### config.mk
export PLATFORM = sky130hd
export DESIGN_NAME = imem_boot_loader
export DESIGN_NICKNAME = d
export VERILOG_FILES = /design/src/rtl/boot_pkg.sv /design/src/rtl/boot_csum.sv /design/src/rtl/imem_boot_loader.sv
export SDC_FILE = /design/constraint.sdc
export NUM_CORES = 1
export LEC_CHECK = 0
export ABC_AREA = 1
export CAP_MARGIN = 30
export CORE_UTILIZATION = 45
export DETAILED_ROUTE_END_ITERATION = 6
export MAX_ROUTING_LAYER = met4
export PLACE_DENSITY = 0.81
export SLEW_MARGIN = 20
export SYNTH_ARGS = -nofsm -noshare
export SYNTH_HDL_FRONTEND = slang
export SYNTH_SLANG_ARGS = --single-unit
### constraint.sdc
create_clock -name clk -period 5.4 [get_ports clk]
set_clock_uncertainty 0.05 [all_clocks]
set_input_delay 1.08 -clock clk [delete_from_list [all_inputs] [get_ports clk]]
set_output_delay 1.08 -clock clk [all_outputs]
set_load 0.005 [all_outputs]
### src/rtl/boot_pkg.sv
// Shared types and constants for the instruction-memory boot loader.
package boot_pkg;

    localparam int BOOT_DATA_W = 32;

    typedef enum logic [2:0] {
        IDLE = 3'd0,
        LOAD = 3'd1,
        HOLD = 3'd2,
        RUN  = 3'd3,
        ERR  = 3'd4
    } boot_state_e;

    function automatic int boot_depth(input int addr_w);
        return 1 << addr_w;
    endfunction

endpackage

### src/rtl/boot_csum.sv
// Wrapping 32-bit sum of accepted boot words, used when IMEM_BOOT_LOADER_CHECKSUM_EN is defined.
module boot_csum #(
    parameter int DATA_W = 32
) (
    input  logic              clk,
    input  logic              rst_n,
    input  logic              clear,
    input  logic              add_en,
    input  logic [DATA_W-1:0] data,
    output logic [31:0]       sum
);

    logic [31:0] sum_q;

    always_ff @(posedge clk) begin
        if (!rst_n || clear) begin
            sum_q <= '0;
        end else if (add_en) begin
            sum_q <= sum_q + 32'(data);
        end
    end

    assign sum = sum_q;

endmodule

### src/rtl/imem_boot_loader.sv
// Streams a program image into instruction memory and sequences the CPU reset release.
// Optional checksum verification is enabled with `define IMEM_BOOT_LOADER_CHECKSUM_EN.
module imem_boot_loader
    import boot_pkg::*;
#(
    parameter int ADDR_W     = 10,
    parameter int DATA_W     = BOOT_DATA_W,
    parameter int RESET_HOLD = 4
) (
    input  logic              clk,
    input  logic              rst_n,
    input  logic              start,
    input  logic [ADDR_W:0]   prog_len,
    input  logic              s_valid,
    input  logic [DATA_W-1:0] s_data,
`ifdef IMEM_BOOT_LOADER_CHECKSUM_EN
    input  logic [31:0]       exp_sum,
`endif
    output logic              s_ready,
    output logic              imem_we,
    output logic [ADDR_W-1:0] imem_addr,
    output logic [DATA_W-1:0] imem_wdata,
    output logic              cpu_rst_n,
    output logic              busy,
    output logic              done,
    output logic              err
);

    localparam int HOLD_W = (RESET_HOLD > 1) ? $clog2(RESET_HOLD) : 1;
    localparam logic [ADDR_W:0]   DEPTH     = (ADDR_W+1)'(boot_depth(ADDR_W));
    localparam logic [HOLD_W-1:0] HOLD_LAST = HOLD_W'(RESET_HOLD - 1);

    boot_state_e       state_q, state_d;
    logic [ADDR_W:0]   len_q, len_d;
    logic [ADDR_W:0]   count_q, count_d;
    logic [HOLD_W-1:0] holdCnt_q, holdCnt_d;
    logic              we_q, we_d;
    logic [ADDR_W-1:0] addr_q, addr_d;
    logic [DATA_W-1:0] wdata_q, wdata_d;
    logic              cpuRstN_q, busy_q, done_q, err_q;
    logic              startTake, transfer, lastSumOk, zeroSumOk;

    assign startTake = start && (state_q == IDLE || state_q == RUN || state_q == ERR);
    assign transfer  = s_valid && (state_q == LOAD);

`ifdef IMEM_BOOT_LOADER_CHECKSUM_EN
    logic [31:0] expSum_q, csumSum;

    boot_csum #(.DATA_W(DATA_W)) u_csum (
        .clk    (clk),
        .rst_n  (rst_n),
        .clear  (startTake),
        .add_en (transfer),
        .data   (s_data),
        .sum    (csumSum)
    );

    always_ff @(posedge clk) begin
        if (!rst_n) begin
            expSum_q <= '0;
        end else if (startTake) begin
            expSum_q <= exp_sum;
        end
    end

    // The last word is not yet in the accumulator, so fold it in here.
    assign lastSumOk = (csumSum + 32'(s_data)) == expSum_q;
    assign zeroSumOk = (exp_sum == 32'd0);
`else
    assign lastSumOk = 1'b1;
    assign zeroSumOk = 1'b1;
`endif

    always_comb begin
        state_d   = state_q;
        len_d     = len_q;
        count_d   = count_q;
        holdCnt_d = holdCnt_q;
        we_d      = 1'b0;
        addr_d    = addr_q;
        wdata_d   = wdata_q;
        if (startTake) begin
            len_d     = prog_len;
            count_d   = '0;
            holdCnt_d = '0;
            if (prog_len == '0) begin
                state_d = zeroSumOk ? HOLD : ERR;
            end else if (prog_len > DEPTH) begin
                state_d = ERR;
            end else begin
                state_d = LOAD;
            end
        end else begin
            case (state_q)
                LOAD: begin
                    if (transfer) begin
                        we_d    = 1'b1;
                        addr_d  = count_q[ADDR_W-1:0];
                        wdata_d = s_data;
                        count_d = count_q + 1'b1;
                        if (count_q == len_q - 1'b1) begin
                            state_d   = lastSumOk ? HOLD : ERR;
                            holdCnt_d = '0;
                        end
                    end
                end
                HOLD: begin
                    if (holdCnt_q == HOLD_LAST) begin
                        state_d = RUN;
                    end else begin
                        holdCnt_d = holdCnt_q + 1'b1;
                    end
                end
                default: ;
            endcase
        end
    end

    // Status outputs are registered from the next state so they line up with state_q.
    always_ff @(posedge clk) begin
        if (!rst_n) begin
            state_q   <= IDLE;
            len_q     <= '0;
            count_q   <= '0;
            holdCnt_q <= '0;
            we_q      <= 1'b0;
            addr_q    <= '0;
            wdata_q   <= '0;
            cpuRstN_q <= 1'b0;
            busy_q    <= 1'b0;
            done_q    <= 1'b0;
            err_q     <= 1'b0;
        end else begin
            state_q   <= state_d;
            len_q     <= len_d;
            count_q   <= count_d;
            holdCnt_q <= holdCnt_d;
            we_q      <= we_d;
            addr_q    <= addr_d;
            wdata_q   <= wdata_d;
            cpuRstN_q <= (state_d == RUN);
            busy_q    <= (state_d == LOAD) || (state_d == HOLD);
            done_q    <= (state_d == RUN);
            err_q     <= (state_d == ERR);
        end
    end

    assign s_ready    = (state_q == LOAD);
    assign imem_we    = we_q;
    assign imem_addr  = addr_q;
    assign imem_wdata = wdata_q;
    assign cpu_rst_n  = cpuRstN_q;
    assign busy       = busy_q;
    assign done       = done_q;
    assign err        = err_q;

endmodule

==> run summary, run 1 <==
Route
• **total wire length after detailed routing** 8.06 mm
• **1st-iter DRT viols** 194
• **DR pass1 iterations** 4
• **residual antenna-violating net count after detailed routing** 0
• **vias per cell** 4.96
• **average wire length per cell after detail routing** 12.7 µm
• **vias post-DR** 3,148
• **detailed-route DRC error count** 0

Clocking
• **clock buffer count from CTS** 9
• **Root Driver** sky130_fd_sc_hd__clkbuf_8
• **CTS tree** done
• **Clock transition at path regs** 0.08 ns
• **number of buffers added for setup after CTS** 0
• **Post-CTS Resized** 0
• **clock latency on the worst-skew pair** 0.35 ns
• **CTS sink cnt** 73
• **number of buffers inserted by hold repair at cts** 0
• **clock tree buffer depth** 2
• **number of H-tree levels** 3

Worst setup path
• **Worst path max stage delay** 0.56 ns
• **critical path fanouts, max** 5
• **Crit path max-delay family** buffers and inverters
• **worst setup path category** flop to output pin
• **slowest cell on the critical path** sky130_fd_sc_hd__clkdlybuf4s50_1
• **CP Data Arrival Time** 1.62 ns
• **required time at the endpoint of the critical path** 4.27 ns
• **cell breakdown of the critical path** inv_2, nor3_4, clkdlybuf4s50_1
• **critical path capture point type** output pin
• **element type at the critical path start** flop
• **buffer and inverter count on the worst path** 2

Outcome
• **outcome** finished, final reports clean

Layout
• **count of antenna diodes in the layout** 0
• **layout net count** 585
• **area growth from synthesis to final layout** 38.2%
• **post-route standard cell area excluding fillers** 4390 µm²
• **layout cells sized above 1** 0.0612
• **most frequent cells in the layout** sky130_fd_sc_hd__nor2_1 (96), sky130_fd_sc_hd__clkdlybuf4s50_1 (94), sky130_fd_sc_hd__dfxtp_1 (73)
• **most common cell after layout, fill and taps aside** sky130_fd_sc_hd__nor2_1

Global routing
• **met1 demand-to-capacity share in global routing** 0.263
• **global-route total usage across every layer** 0.233
• **sum of overflow across all layers after global routing** 0
• **via count of the first global-routing pass** 2,967
• **pin count of the biggest net entering global routing** 55
• **most crowded layer after global routing** met2
• **met2 track demand over resource** 0.376
• **number of antenna violations at the first check in global routing** 0
• **first-pass GRT wire length** 13.1 mm
• **global-route met3 utilization** 0.0789

Floorplanning
• **die footprint** 7410 µm²
• **number of placement rows** 30
• **y dimension of the die** 86.1 µm
• **x dimension of the die** 86.1 µm
• **placeable core area** 6790 µm²
• **Boundary Pins** 95
• **effective utilization at floorplan** 0.468

Synthesis
• **net count of the mapped netlist** 495
• **dominant cell type by area after synthesis** sky130_fd_sc_hd__dfxtp_1
• **Yosys warning count** 0
• **count of state elements after synthesis** 73
• **number of distinct library cell variants in the gate-level netlist after synthesis** 32
• **Mapped Avg Cell Area** 7.14 µm²
• **combined area of all synthesized cells** 3180 µm²
• **biggest area contributors in the synthesized netlist** sky130_fd_sc_hd__dfxtp_1 (46%), sky130_fd_sc_hd__nor2_1 (11%), sky130_fd_sc_hd__o21ai_0 (9.6%)
• **proportion of synthesized chip area in sequential cells** 0.460
• **Gate Count Post-Synth** 445
• **post-synth top area share** 0.460

STA
• **minimum period implied by the final worst setup slack** 2.75 ns
• **slew at the pin with the worst max-slew slack** 0.600 ns
• **relative max-transition margin** 0.599
• **Max Fclk** 364 MHz
• **count of pins over their slew limit** 0
• **setup repair after global routing missed its margin** false
• **Hold Slack** 0.431 ns
• **number of setup violations in the final report** 0
• **final clock period utilization by the worst path** 0.508
• **Final TNS setup** 0 ns
• **final count of hold timing violations** 0

Pwr
• **areal power density over the cells** 286 nW/µm²
• **total power draw** 1.26 mW
• **worst supply voltage drop on vdd** 0.170 mV
• **leakage power of the design** 1.82 nW

Hold path
• **Tightest Hold Check Type** flop to flop

Placed design
• **routability congestion estimate from global placement** 0.907
• **Cell Area, Placed** 4180 µm²
• **HPWL after DPL** 5.81 mm
• **Port Buf Inserts** 94

Job
• **max cap viols** 0

## cell type report
cell class / instances / area, µm²
Clock buffer: 9 / 124
Clock inverter: 6 / 91.3
Fill cell: 588 / 2400
Inverter: 45 / 169
Multi-Input combinational cell: 310 / 1470
Sequential cell: 73 / 1460
Tap cell: 96 / 120
Timing Repair Buffer: 96 / 956
## path summary, 6_finish.rpt
kind | slack (ns) | to | depth (start not counted) | start
worst min-delay path | 0.43 | holdCnt_q[0]$_SDFFE_PP0P_ | 1 | holdCnt_q[0]$_SDFFE_PP0P_
worst max-delay path | 2.65 | s_ready | 3 | state_q[0]$_SDFF_PN0_
worst max register to register | 3.10 | busy$_SDFF_PN0_ | 17 | len_q[0]$_SDFFE_PN0P_
worst min register to register | 0.43 | holdCnt_q[0]$_SDFFE_PP0P_ | 1 | holdCnt_q[0]$_SDFFE_PP0P_
## power by group
part / total (mW) / leakage [nW] / internal, mW / switching, mW
Combinational: 0.199 / 1.13 / 0.0993 / 0.0998
Clock: 0.474 / 0.0979 / 0.259 / 0.215
Sequential: 0.584 / 0.594 / 0.564 / 0.0200
Total: 1.26 / 1.82 / 0.922 / 0.335
## flip-flops by register name, summed over array words and instances (netlist names), 2 cells and up
| register | cells |
|---|---|
| imem_addr | 10 |
| state_q | 3 |
| len_q | 11 |
| count_q | 11 |
| holdCnt_q | 2 |
| imem_wdata | 32 |
## cell usage after synthesis, drive strengths merged
| library cell | instances |
|---|---|
| o211ai | 1 |
| clkbuf | 13 |
| nor3b | 2 |
| a211oi | 2 |
| buf | 4 |
| xor2 | 3 |
| or2 | 1 |
| nand2 | 68 |
| inv | 45 |
| nand3 | 19 |
| nand4 | 4 |
| nor2 | 99 |
| and3 | 1 |
| nor3 | 5 |
| o21bai | 2 |
| dfxtp | 73 |
| o21ai | 64 |
| nand3b | 1 |
| xnor2 | 3 |
| a21oi | 28 |
| nor4 | 2 |
| ha | 3 |
| o21a | 2 |
## through the flow
stage	cells	utilization	setup slack, ns
after floorplan	445	-	3.26
after global placement	620	0.615	2.32
after detailed placement	620	0.615	2.30
after CTS	635	0.647	2.64
after global routing	635	0.647	2.47
final	635	0.647	2.65
## per-layer routing
layer  part of all wire  up-vias
met1               0.43     1402
met5                  0        -
met2               0.47      120
met3              0.090       13
met4              0.016        0
li1                   -     1613
## cell families (layout without fill, tap and decap cells)
kind of cell / after synthesis / count (layout) / synth area share
AOI/OAI and AO/OA: 99 / 99 / 0.161
xor gates and xnor gates: 6 / 6 / 0.0165
adders and majority gates: 3 / 3 / 0.0118
buffers and inverters: 62 / 156 / 0.0775
DFF: 73 / 73 / 0.460
and+or+nand+nor: 202 / 202 / 0.273
Power figures use the tool's default switching activity.
==> inputs of run 2 (changes only) <==
==> constraint.sdc (replaced) <==
create_clock -name clk -period 2.8 [get_ports clk]
set_clock_uncertainty 0.05 [all_clocks]
set_input_delay 0.56 -clock clk [delete_from_list [all_inputs] [get_ports clk]]
set_output_delay 0.56 -clock clk [all_outputs]
set_load 0.005 [all_outputs]
==> run 2 against run 1 <==
Clock power grew 96%. Register-to-register slack worse by 2.5 ns. Die area is the same. Sequential power rose by 92%. Sequential cell count is the same. Critical path depth grew 14. Combinational power up 95%. Non-clock buffer count is 2 higher. Critical path type is now flop to flop. Largest cell class unchanged. Power is 94% higher. Cell area is 0.51% higher. Utilization rose by 0.33 points. Critical endpoint is now busy$_SDFF_PN0_.
==> run summary, run 2 (synthesized netlist as in run 1, its figures left out) <==
Hold path
• **number of cells on the worst hold path** 1, unchanged
• **sink of the worst hold path** holdCnt_q[0]$_SDFFE_PP0P_
• **Tightest Hold Check Type** flop to flop
• **launch point of the worst hold path** holdCnt_q[0]$_SDFFE_PP0P_

Layout
• **most frequent cells in the layout** sky130_fd_sc_hd__nor2_1 (96), sky130_fd_sc_hd__clkdlybuf4s50_1 (94), sky130_fd_sc_hd__dfxtp_1 (73)
• **most common cell after layout, fill and taps aside** sky130_fd_sc_hd__nor2_1
• **area growth from synthesis to final layout** 38.9%
• **Fill cells** 591, +0.51%
• **number of flip-flops under the largest register name** 32, unchanged
• **post-route standard cell area excluding fillers** 4420 µm², +0.51%
• **layout cells sized above 1** 0.0664, +0.00520
• **layout net count** 587, +0.34%
• **count of antenna diodes in the layout** 0, unchanged

Floorplanning
• **y dimension of the die** 86.1 µm, unchanged
• **effective utilization at floorplan** 0.468, unchanged
• **x dimension of the die** 86.1 µm, unchanged
• **placeable core area** 6790 µm², unchanged
• **die footprint** 7410 µm², unchanged
• **number of placement rows** 30, unchanged
• **Boundary Pins** 95, unchanged

Pwr
• **leakage power of the design** 1.84 nW, +1.2%
• **areal power density over the cells** 553 nW/µm², +93%
• **worst supply voltage drop on vdd** 0.279 mV, +63%
• **total power draw** 2.44 mW, +94%

Worst setup path
• **cell breakdown of the critical path** inv_2, ha_1, nand2_1, nor2_1, nand2_1, nand2_1, nand2_1, nand2_1, nand2_1, nor2_1, nand4_1, nand2_1, nand2_1, nand2_1, nand2_1, inv_1, nor2_1
• **launch point of the worst reg-to-reg path** len_q[0]$_SDFFE_PN0P_
• **Worst path max stage delay** 0.35 ns, -0.21 ns
• **CP Data Arrival Time** 2.44 ns, +0.82 ns
• **R2R depth** 17, unchanged
• **required time at the endpoint of the critical path** 2.99 ns, -1.28 ns
• **setup slack on the worst flop-to-flop path** 0.55 ns, -2.55 ns
• **critical path fanouts, max** 6, +1
• **slowest cell on the critical path** sky130_fd_sc_hd__dfxtp_1
• **Crit path max-delay family** simple AND/OR/NAND/NOR gates
• **critical path capture point type** flop
• **r2r endpoint** busy$_SDFF_PN0_
• **buffer and inverter count on the worst path** 2, unchanged
• **worst setup path category** flop to flop
• **Crit path top cell by count** sky130_fd_sc_hd__nand2_1
• **element type at the critical path start** flop

Clocking
• **number of buffers inserted by hold repair at cts** 0, unchanged
• **clock buffer count from CTS** 9, unchanged
• **Clock transition at path regs** 0.08 ns, about the same
• **clock tree buffer depth** 2, unchanged
• **number of buffers added for setup after CTS** 0, unchanged
• **number of H-tree levels** 3, unchanged
• **CTS sink cnt** 73, unchanged
• **clock latency on the worst-skew pair** 0.35 ns, about the same
• **CTS tree** done
• **Root Driver** sky130_fd_sc_hd__clkbuf_8
• **Post-CTS Resized** 0, unchanged

Placed design
• **routability congestion estimate from global placement** 0.911, +0.40%
• **Port Buf Inserts** 94, unchanged
• **HPWL after DPL** 5.60 mm, -3.7%
• **Cell Area, Placed** 4190 µm², +0.36%

Global routing
• **number of antenna violations at the first check in global routing** 0, unchanged
• **sum of overflow across all layers after global routing** 0, unchanged
• **global-route total usage across every layer** 0.233, about the same
• **via count of the first global-routing pass** 2,921, -1.6%
• **first-pass GRT wire length** 13.0 mm, -0.15%
• **pin count of the biggest net entering global routing** 55, unchanged

STA
• **number of setup violations in the final report** 0, unchanged
• **relative max-transition margin** 0.671, +0.0726
• **count of pins over their slew limit** 0, unchanged
• **Max Fclk** 445 MHz
• **final count of hold timing violations** 0, unchanged
• **final clock period utilization by the worst path** 0.802
• **minimum period implied by the final worst setup slack** 2.25 ns
• **Final TNS setup** 0 ns, unchanged
• **slew at the pin with the worst max-slew slack** 0.493 ns, -0.107 ns
• **setup repair after global routing missed its margin** false

Outcome
• **outcome** finished, final reports clean

Route
• **total wire length after detailed routing** 7.92 mm, -1.7%
• **vias post-DR** 3,142, -0.19%
• **average wire length per cell after detail routing** 12.4 µm, -2.1%
• **1st-iter DRT viols** 123, -37%
• **highest metal layer with signal wires** met4
• **vias per cell** 4.92, -0.66%
• **total met3 wirelength after detailed routing** 705 µm, -2.6%
• **routed wl met2** 3.57 mm, -4.9%
• **residual antenna-violating net count after detailed routing** 0, unchanged
• **detailed-route DRC error count** 0, unchanged
• **DR pass1 iterations** 4, unchanged
• **M1 WL** 3.51 mm, +1.5%

Job
• **max cap viols** 0, unchanged

run 2: cell types whose count changed in the layout (fill, tap and decap cells not counted):
cell                         before  now
sky130_fd_sc_hd__clkinvlp_4       3    1
sky130_fd_sc_hd__inv_6            1    3
sky130_fd_sc_hd__buf_4            2    4
sky130_fd_sc_hd__clkinv_2         0    1
run 2: area by class of cell:
class / count / area, µm² / area share
clock inverters: 7 / 98.8 / 0.0224
repair buffers: 98 / 971 / 0.220
multi-input cells: 310 / 1470 / 0.333
flip-flops and latches: 73 / 1460 / 0.331
clock buffers: 9 / 124 / 0.0281
inverters: 45 / 169 / 0.0383
well taps: 96 / 120 / 0.0272
run 2: per-stage QoR:
step | hold slack [ns] | setup WS [ns] | utilization | cells
5_1_grt | 0.445 | 0.209 | 0.650 | 638
2_1_floorplan | 0.382 | 0.944 | - | 445
3_3_place_gp | 0.398 | 0.528 | 0.617 | 622
3_5_place_dp | 0.414 | 0.460 | 0.617 | 622
4_1_cts | 0.425 | 0.571 | 0.650 | 638
6_report | 0.432 | 0.555 | 0.650 | 638
run 2: per-layer routing:
metal | up-vias | track usage
met5 | - | -
met4 | 0 | 0.0833
met3 | 16 | 0.0934
met2 | 104 | 0.353
met1 | 1400 | 0.280
li1 | 1622 | -
run 2: report_power, final:
part / internal [mW] / total [mW] / switching (mW)
clock network: 0.509 / 0.928 / 0.419
logic: 0.194 / 0.388 / 0.194
registers: 1.09 / 1.12 / 0.0370
run 2: how the worst max path moves through the flow:
stage,startpoint,slack [ns],cells after the start,to
final,len_q[0]$_SDFFE_PN0P_,0.55,17,busy$_SDFF_PN0_
after global routing,len_q[0]$_SDFFE_PN0P_,0.21,17,busy$_SDFF_PN0_
after CTS,state_q[0]$_SDFF_PN0_,0.57,3,s_ready
after detailed placement,s_valid,0.46,14,busy$_SDFF_PN0_
after global placement,s_valid,0.53,13,busy$_SDFF_PN0_
after floorplan,len_q[0]$_SDFFE_PN0P_,0.94,17,busy$_SDFF_PN0_
==> inputs of run 3 (changes only) <==
==> constraint.sdc (replaced) <==
create_clock -name clk -period 2.15 [get_ports clk]
set_clock_uncertainty 0.05 [all_clocks]
set_input_delay 0.43 -clock clk [delete_from_list [all_inputs] [get_ports clk]]
set_output_delay 0.43 -clock clk [all_outputs]
set_load 0.005 [all_outputs]
==> run 3 against run 2 <==
Largest power group unchanged. Combinational power grew 43%. Largest cell class unchanged. Via count grew 2.3%. Highest routed layer unchanged. Sequential power grew 31%. Setup slack lost 0.44 ns.
==> run summary, run 3 (synthesized netlist as in run 1, its figures left out) <==
STA
• **slew at the pin with the worst max-slew slack** 0.421 ns, -0.0721 ns
• **setup repair after global routing missed its margin** true
• **Max Fclk** 490 MHz
• **final count of hold timing violations** 0, unchanged
• **final clock period utilization by the worst path** 0.949
• **count of pins over their slew limit** 0, unchanged
• **final worst setup slack** 0.110 ns, -0.445 ns
• **relative max-transition margin** 0.719, +0.0481
• **minimum period implied by the final worst setup slack** 2.04 ns
• **number of setup violations in the final report** 0, unchanged

Global routing
• **via count of the first global-routing pass** 3,031, +3.8%
• **pin count of the biggest net entering global routing** 55, unchanged
• **global-route total usage across every layer** 0.238, +0.00511
• **first-pass GRT wire length** 13.5 mm, +3.4%
• **sum of overflow across all layers after global routing** 0, unchanged
• **number of antenna violations at the first check in global routing** 0, unchanged

Floorplanning
• **x dimension of the die** 86.1 µm, unchanged
• **Boundary Pins** 95, unchanged
• **y dimension of the die** 86.1 µm, unchanged
• **number of placement rows** 30, unchanged
• **placeable core area** 6790 µm², unchanged
• **effective utilization at floorplan** 0.468, unchanged
• **die footprint** 7410 µm², unchanged

Worst setup path
• **R2R depth** 17, unchanged
• **critical path capture point type** output pin
• **launch point of the worst reg-to-reg path** len_q[0]$_SDFFE_PN0P_
• **element type at the critical path start** flop
• **Worst path max stage delay** 0.53 ns, +0.18 ns
• **r2r endpoint** busy$_SDFF_PN0_
• **worst setup path category** flop to output pin
• **CP Data Arrival Time** 1.56 ns, -0.88 ns
• **required time at the endpoint of the critical path** 1.67 ns, -1.32 ns
• **setup slack on the worst flop-to-flop path** 0.18 ns, -0.37 ns
• **cell breakdown of the critical path** inv_2, nor3_4, clkdlybuf4s50_1
• **critical path fanouts, max** 5, -1
• **slowest cell on the critical path** sky130_fd_sc_hd__clkdlybuf4s50_1

Hold path
• **Tightest Hold Check Type** flop to flop
• **number of cells on the worst hold path** 2, +1
• **launch point of the worst hold path** imem_wdata[9]$_SDFFE_PN0P_
• **sink of the worst hold path** imem_wdata[9]$_SDFFE_PN0P_

Placed design
• **Port Buf Inserts** 94, unchanged
• **routability congestion estimate from global placement** 0.908, -0.24%
• **Cell Area, Placed** 4230 µm², +0.84%
• **Worst Setup Slack post-DPL** -0.0213 ns, -0.481 ns
• **HPWL after DPL** 5.82 mm, +3.9%
• **post-placement cell count** 625, +0.48%

Layout
• **final cell count without fillers** 644, +0.94%
• **count of antenna diodes in the layout** 0, unchanged
• **layout cells sized above 1** 0.104, +0.0376
• **most frequent cells in the layout** sky130_fd_sc_hd__clkdlybuf4s50_1 (94), sky130_fd_sc_hd__nor2_1 (92), sky130_fd_sc_hd__dfxtp_1 (70)
• **area growth from synthesis to final layout** 41.7%
• **post-route standard cell area excluding fillers** 4500 µm², +2.0%
• **layout net count** 593, +1.0%
• **number of flip-flops under the largest register name** 32, unchanged
• **most common cell after layout, fill and taps aside** sky130_fd_sc_hd__clkdlybuf4s50_1

Pwr
• **areal power density over the cells** 692 nW/µm², +25%
• **total power draw** 3.12 mW, +28%
• **leakage power of the design** 1.86 nW, +1.4%
• **worst supply voltage drop on vdd** 0.476 mV, +71%

Clocking
• **Root Driver** sky130_fd_sc_hd__clkbuf_8
• **clock latency on the worst-skew pair** 0.34 ns, about the same
• **number of buffers inserted by hold repair at cts** 0, unchanged
• **CTS sink cnt** 73, unchanged
• **clock buffer count from CTS** 9, unchanged
• **clock tree buffer depth** 2, unchanged
• **CTS tree** done
• **Clock transition at path regs** 0.08 ns, about the same
• **number of H-tree levels** 3, unchanged

Route
• **detailed-route DRC error count** 0, unchanged
• **vias post-DR** 3,214, +2.3%
• **vias per cell** 4.99, +1.3%
• **average wire length per cell after detail routing** 12.8 µm, +2.8%
• **DR pass1 iterations** 4, unchanged
• **total wire length after detailed routing** 8.22 mm, +3.7%
• **1st-iter DRT viols** 110, -11%
• **residual antenna-violating net count after detailed routing** 0, unchanged

Outcome
• **outcome** finished, final reports clean

Job
• **max cap viols** 0, unchanged

## run 3: how the worst max path moves through the flow
stage / slack [ns] / end / start
3_5_place_dp: -0.02 / busy$_SDFF_PN0_ / s_valid
2_1_floorplan: 0.29 / busy$_SDFF_PN0_ / len_q[0]$_SDFFE_PN0P_
5_1_grt: -0.02 / busy$_SDFF_PN0_ / len_q[0]$_SDFFE_PN0P_
4_1_cts: 0.03 / busy$_SDFF_PN0_ / len_q[1]$_SDFFE_PN0P_
6_report: 0.11 / s_ready / state_q[0]$_SDFF_PN0_
3_3_place_gp: 0.02 / busy$_SDFF_PN0_ / s_valid
## run 3: area by class of cell
type | count | area (µm²)
clock buffer | 9 | 124
clock inverter | 7 | 76.3
fill | 550 | 2290
inverter | 45 | 169
multi-input combinational | 310 | 1520
sequential | 73 | 1470
tap | 96 | 120
timing repair buffer | 104 | 1030
## run 3: timing repair
item                                    in CTS  in global routing
endpoints found under the setup margin       0                  8
gates resized for setup                      0                 18
setup buffers                                0                  3
## run 3: critical path, delay by kind of cell, from the launching register on
family / cells / cell delay [ns]
AND/OR/NAND/NOR: 1 / 0.21
buffers and inverters: 2 / 0.60
flip-flops: 1 / 0.41
## run 3: per-stage QoR
stage | hold slack [ns] | setup TNS [ns] | utilization
after floorplan | 0.382 | 0 | -
after global placement | 0.396 | 0 | 0.622
after detailed placement | 0.403 | -0.0213 | 0.622
after CTS | 0.441 | 0 | 0.652
after global routing | 0.451 | -0.0229 | 0.663
final | 0.435 | 0 | 0.663
## run 3: power breakdown
group,internal (mW),leakage [nW],switching [mW]
Sequential,1.42,0.595,0.0486
Combinational,0.279,1.17,0.277
Clock,0.544,0.0962,0.551
## run 3: metal layers
| layer | vias up | share of wire | global-route usage |
|---|---|---|---|
| li1 | 1629 | - | - |
| met3 | 12 | 0.076 | 0.0741 |
| met2 | 112 | 0.47 | 0.389 |
| met1 | 1461 | 0.44 | 0.284 |
| met5 | - | 0 | - |
| met4 | 0 | 0.012 | 0.0636 |
